<file path="config.mk">
export PLATFORM = sky130hd
export DESIGN_NAME = mvu_pe_popcount_acc
export DESIGN_NICKNAME = d
export VERILOG_FILES = /design/src/rtl/mvu_pe_popcount_acc.sv
export SDC_FILE = /design/constraint.sdc
export NUM_CORES = 1
export LEC_CHECK = 0
export BUFFER_PORTS_ARGS = -buffer_cell sky130_fd_sc_hd__buf_2
export CORE_MARGIN = 2
export CORE_UTILIZATION = 57
export CTS_CLUSTER_DIAMETER = 40
export DETAILED_ROUTE_END_ITERATION = 7
export HOLD_SLACK_MARGIN = 0.05
export PLACE_DENSITY = 0.8
export SYNTH_ARGS = -nofsm -noshare
export SYNTH_HDL_FRONTEND = slang
export SYNTH_SLANG_ARGS = --single-unit
</file>
<file path="constraint.sdc">
create_clock -name aclk -period 3.8 [get_ports aclk]
set_clock_uncertainty 0.1 [all_clocks]
set_input_delay 0.76 -clock aclk [delete_from_list [all_inputs] [get_ports aclk]]
set_output_delay 0.76 -clock aclk [all_outputs]
set_load 0.02 [all_outputs]
</file>
<file path="src/rtl/mvu_pe_popcount_acc.sv">
// Folds one PE's per-beat popcount sums over SF beats into one word per matrix row.
// The result sits in a single valid/ready holding register. A sticky flag records any modulo wrap.
module mvu_pe_popcount_acc #(
    parameter int SIMD  = 8,
    parameter int SF    = 4,
    parameter int TDstI = 16,
    parameter int TO    = 24
) (
    input  logic             aclk,
    input  logic             aresetn,
    input  logic             in_v,
    output logic             in_rdy,
    input  logic [TDstI-1:0] in_add,
    output logic             out_v,
    input  logic             out_rdy,
    output logic [TO-1:0]    out_acc,
    output logic             ovf
);

    localparam int CW = (SF > 1) ? $clog2(SF) : 1;
    localparam logic [CW-1:0] LAST = CW'(SF - 1);

    if (SF < 1 || TO < TDstI || SIMD < 1) begin : g_param_check
        $error("mvu_pe_popcount_acc: requires SF >= 1, SIMD >= 1, TO >= TDstI");
    end

    typedef enum logic {S_ACC, S_FULL} state_t;

    state_t        state, state_nxt;
    logic [TO-1:0] acc;
    logic [CW-1:0] cnt;
    logic          accept;
    logic          final_beat;
    logic [TO-1:0] base;
    logic [TO-1:0] add_ext;
    logic [TO:0]   sum;

    assign out_v      = (state == S_FULL);
    assign in_rdy     = !out_v || out_rdy;
    assign accept     = in_v && in_rdy;
    assign final_beat = accept && (cnt == LAST);

    // The first beat of a row loads rather than adds, so no stale carry leaks in from the previous row.
    assign base    = (cnt == '0) ? '0 : acc;
    assign add_ext = TO'(in_add);
    assign sum     = {1'b0, base} + {1'b0, add_ext};

    always_comb begin
        // NOTE: assigning a default before the case keeps every path driven, so no latch is inferred.
        state_nxt = state;
        case (state)
            S_ACC:   if (final_beat) state_nxt = S_FULL;
            S_FULL:  if (out_rdy && !final_beat) state_nxt = S_ACC;
            default: state_nxt = S_ACC;
        endcase
    end

    always_ff @(posedge aclk or negedge aresetn) begin
        if (!aresetn) state <= S_ACC;
        else          state <= state_nxt;
    end

    always_ff @(posedge aclk or negedge aresetn) begin
        if (!aresetn) begin
            acc     <= '0;
            cnt     <= '0;
            out_acc <= '0;
            ovf     <= 1'b0;
        end else if (accept) begin
            // NOTE: non-blocking assignments let each register see the pre-edge values of the others.
            cnt <= final_beat ? '0 : cnt + 1'b1;
            if (final_beat) out_acc <= sum[TO-1:0];
            else            acc     <= sum[TO-1:0];
            if (sum[TO]) ovf <= 1'b1;
        end
    end

    // A held word must stay put until the consumer takes it.
    a_hold_stable: assert property (@(posedge aclk) disable iff (!aresetn)
        out_v && !out_rdy |=> out_v && $stable(out_acc));

endmodule

</file>
==> results of run 1 <==
==> flip-flops by register name, summed over array words and instances (netlist names) <==
name,cells
cnt,2
out_acc,24
ovf,1
out_v,1
acc,24
==> layout make-up <==
type                       instances  area (µm²)  area share
multi-input combinational        274        1814      0.5019
sequential                        52        1301      0.3600
timing repair buffer              51       267.8     0.07407
tap                               72       90.09     0.02492
clock buffer                       6       72.57     0.02008
clock inverter                     2       35.03    0.009692
inverter                           9       33.78    0.009346
==> logic make-up (layout without fill, tap and decap cells) <==
group,after synthesis,in the layout,synth area share
simple gates,135,135,0.1947
compound gates,82,82,0.1761
flops,52,52,0.4042
buf+inv,27,68,0.03226
xor+xnor,20,20,0.05441
fa+ha+maj,19,19,0.07618
mux,18,18,0.06218
==> report_power, final <==
group	switching, mW	internal, mW	leakage, nW	total (mW)
clock network	0.178	0.196	0.0552	0.373
registers	0.116	0.773	0.655	0.890
logic	1.09	0.713	1.01	1.81
==> worst max-delay path, cell delays in order, from the launching register on <==
cell,delay (ps)
dfrtp_1,420
inv_1,70
ha_1,350
buf_4,320
nor2b_1,80
ha_1,390
a21oi_1,320
inv_1,90
a31oi_1,240
nor4b_1,350
a211oi_1,110
xor2_1,180
mux2_2,280
==> layer usage <==
metal  vias to the layer above  share of wire
li1                       1298              -
met1                      1261           0.45
met2                        57           0.50
met3                        12          0.037
met4                         0          0.017
met5                         -              0
==> worst min path at each step <==
| stage | startpoint | to | slack [ps] | depth (start not counted) |
|---|---|---|---|---|
| floorplan | acc[0] | acc[0] | 340 | 2 |
| global placement | acc[4] | acc[4] | 350 | 2 |
| detailed placement | acc[0] | acc[0] | 350 | 2 |
| CTS | acc[0] | acc[0] | 380 | 2 |
| global route | acc[10] | acc[10] | 400 | 2 |
| finish | acc[0] | acc[0] | 370 | 2 |
==> stage by stage <==
stage	worst slack (ps)	util
after CTS	410.9	0.6605
after global routing	176.0	0.6605
after floorplan	578.3	-
after detailed placement	445.8	0.6408
final	375.2	0.6605
after global placement	554.1	0.6408
==> layout by cell type, fill, tap and decap left out, types with 3 or more instances in the layout <==
cell and instances:
inv_1 9, o21ai_0 24, nand2_1 73, a21oi_1 22
ha_1 18, mux2_2 16, xor2_1 6, o21a_1 5
a211oi_1 3, buf_2 46, nand3_1 7, a31oi_1 3
xnor2_1 14, o211ai_1 4, nand2b_1 4, dfrtp_1 52
clkbuf_8 5, nand4_1 4, nor2_1 13, buf_4 5
nor2b_1 23
==> out/metrics.cfg, run 1 <==
[route]
routed_wl_um=6771
wl_per_cell_um=14.53
via_per_inst=5.639
initialDrtViolationCount=183
drc=0
num_vias=2628
ant_nets=0
dr.pass1.iters=5

[worst_setup_path]
start_kind=flop
endpoint=acc[15]
critPathRequiredTime_ps=3890
rr_worst_depth=12
crit_start=cnt[0]
cp.arrival_ps=3520
r2r-start=cnt[0]
r2r-end=acc[15]
crit_path_end_kind=flop
crit_type=flop to flop
rrSetupSlack_ps=380
critPathMaxFanout=20

[sta]
fmax_mhz=292.0
finalCriticalPeriod_ps=3425
maxSlewHeadroom=0.3002
period_share=0.9013
whs_ps=374.3
finalSetupTns_ps=0
rsz0062_at_grt=false
hold_viol=0
setup_viol_count_final=0
drv_slew=0
tightest_slew_ps=1050

[pwr]
p_leak_nw=1.721
finalPower_mw=3.071
peakVddDrop_uv=506.1
cellPowerDensity_nw_per_um2=849.6

[global_route]
met3_usage=0.04432
grt_pass1_vias=2566
antenna_found_initial=0
top_usage_layer=met2
gr-total-overflow=0
grt_pass1_wl_um=11660
use_met1=0.2886
grt_start_max_net_pins=38
met2_usage=0.4144
grt_usage=0.2339

[synth]
synth.most_common_cell=nand2_1
syn_area_per_cell_um2=9.120
synthArstFlopShare=1.000
syn_area_um2=3219
synthTopCellsByArea=dfrtp_1 40%, nand2_1 8.5%, ha_1 7.0%
synthTopCellsByCount=73 x nand2_1, 52 x dfrtp_1, 24 x o21ai_0
synth_fp_nets=392
synth_top_area_frac=0.4042
ys_seq_area_frac=0.4042
synth_top_flop_cell=dfrtp_1
ys_warn_count=0
synth_top_area_cell=dfrtp_1
ys_types=46
netlist_instances=353
synth_edf_count=0
synth-seq-cells=52

[floorplanning]
die_width_um=79.15
die_y_um=79.15
ios=47
design.core.area_um2=5473
rows=27
start_util=0.5882
fp.dieArea_um2=6265

[finish]
nets=432
drive_gt1_frac=0.2056
fin_area_um2=3615
stdcell_count=466
antennaDiodeCount=0
syn_to_final_growth_pct=12.28
fillCellCount=452

[place]
gp_congestion=0.8643
dp_hpwl_um=4979
portBuffers=46
dp_cells=458
dpl-instance-area_um2=3507

[job]
drv_cap=0

[clock_network]
clock-sinks=52
clock_latency_ps=310
post_cts_buffers=0
clock_path_buffers=2
cts.clk_slew.worst_paths_ps=90
htree_levels=2
cts-root-buf=clkbuf_8
ctsResizeCount=0
cts_buffers=5
cts_tree=yes
holdBufCountCts=0

[hold_path]
hold_class=flop to flop

[status]
status=finished, final reports clean

Note: power is estimated with default switching activity, not from simulation.
==> run 2, diff against run 1 <==
- CORE_UTILIZATION: 57 -> 59
- CTS_BUF_LIST: not set -> sky130_fd_sc_hd__clkbuf_8
- PLACE_DENSITY: 0.8 -> 0.82
- clock period: 3.8 -> 3.4 ns (I/O delays scaled with it)
==> out/metrics.cfg, run 2 (synthesized netlist as in run 1, its figures left out) <==
[place]
dpl-instance-area_um2=3550
gp_congestion=0.9002
portBuffers=46
dp_hpwl_um=5403

[floorplanning]
die_y_um=77.87
die_width_um=77.87
rows=26
design.core.area_um2=5172
fp.dieArea_um2=6064
start_util=0.6224
ios=47

[clock_network]
clock_path_buffers=2
cts_buffers=5
clock-sinks=52
cts_tree=yes
cts-root-buf=clkbuf_8
clock_latency_ps=310
htree_levels=2
post_cts_buffers=0
holdBufCountCts=0
cts.clk_slew.worst_paths_ps=100
ctsResizeCount=0

[finish]
fin_area_um2=3652
final_cell_mix=73 x nand2_1, 52 x dfrtp_1, 46 x buf_2
antennaDiodeCount=0
syn_to_final_growth_pct=13.45
final_common_cell=nand2_1
nets=438
drive_gt1_frac=0.2225
final_util=0.7061
largestRegisters=acc: 24 flops, out_acc: 24 flops, cnt: 2 flops

[global_route]
grt_start_max_net_pins=31
antenna_found_initial=0
grt_pass1_vias=2655
grt_pass1_wl_um=12210
grt_usage=0.2539
gr-total-overflow=0

[sta]
fmax_mhz=319.0
drv_slew=0
period_share=0.9221
rsz0062_at_grt=false
finalCriticalPeriod_ps=3135
setup_viol_count_final=0
hold_viol=0
tightest_slew_ps=665.8
finalSetupTns_ps=0
whs_ps=238.6
maxSlewHeadroom=0.5561

[route]
ant_nets=0
drc=0
routed_wl_um=7119
dr.pass1.iters=4
wl_per_cell_um=15.15
via_per_inst=5.687
num_vias=2673
initialDrtViolationCount=245

[hold_path]
hold_class=primary input to async pin

[worst_setup_path]
cp.arrival_ps=3240
cpMostUsedCell=a2111oi_4
crit_family=compound AO/OA/AOI/OAI gates
crit_type=flop to flop
critPathRequiredTime_ps=3500
slowest_delay_ps=420
crit_path_end_kind=flop
crit_chain=inv_1 -> ha_2 -> buf_4 -> nor2b_1 -> ha_1 -> and3_1 -> nand2_1 -> a2111oi_4 -> nor3_2 -> a2111oi_4 -> xnor2_1 -> o21ai_2
critPathBufInv=2
slowest_stage=dfrtp_1
start_kind=flop
critPathMaxFanout=17

[status]
status=finished, final reports clean

[pwr]
p_leak_nw=1.743
cellPowerDensity_nw_per_um2=948.4
peakVddDrop_uv=551.4

[job]
drv_cap=0

[run 2: changes by cell type in the layout (fill, tap and decap cells not counted)]
cell        before  now
buf_4            5   11
clkinvlp_4       0    1
clkbuf_1         1    0
clkinv_2         1    0
clkbuf_8         5    6
bufinv_16        1    0
inv_1            9   10
nor4b_1          1    0
nor4b_2          0    1
ha_2             0    1
ha_1            18   17
[run 2: power by group]
part,switching [mW],internal (mW)
combinational,1.24,0.848
clock,0.212,0.163
sequential,0.134,0.864
total,1.59,1.88
[run 2: final timing paths]
kind,from,endpoint,slack [ps],cells past startpoint
min reg2reg,acc[6],acc[6],370,2
min in group aclk,acc[6],acc[6],370,2
max,cnt[0],out_acc[22],260,12
min,aresetn,acc[12],240,1
max in group asynchronous,aresetn,out_acc[13],2170,2
max reg2reg,cnt[0],out_acc[22],260,12
[run 2: metal layers]
layer  wire, µm  global-route usage  vias up
met1       3136              0.3227     1273
li1           -                   -     1319
met3        340             0.03953        7
met4         72             0.07321        0
met2       3569              0.4457       74
met5          0                   0        -
[run 2: cell type report]
class | count | area (µm²)
clock inverter | 2 | 11.26
inverter | 9 | 33.78
sequential | 52 | 1301
clock buffer | 6 | 82.58
tap | 70 | 87.58
multi-input combinational | 274 | 1823
timing repair buffer | 57 | 312.8
fill | 412 | 1520
[run 2: stage by stage]
step | cells | setup slack, ps | power (mW)
6_report | 470 | 264.7 | 3.464
5_1_grt | 470 | 40.16 | 3.760
4_1_cts | 470 | 102.6 | 3.469
3_5_place_dp | 462 | 143.4 | 3.082
3_3_place_gp | 462 | 235.2 | 3.012
2_1_floorplan | 353 | 178.3 | 2.536
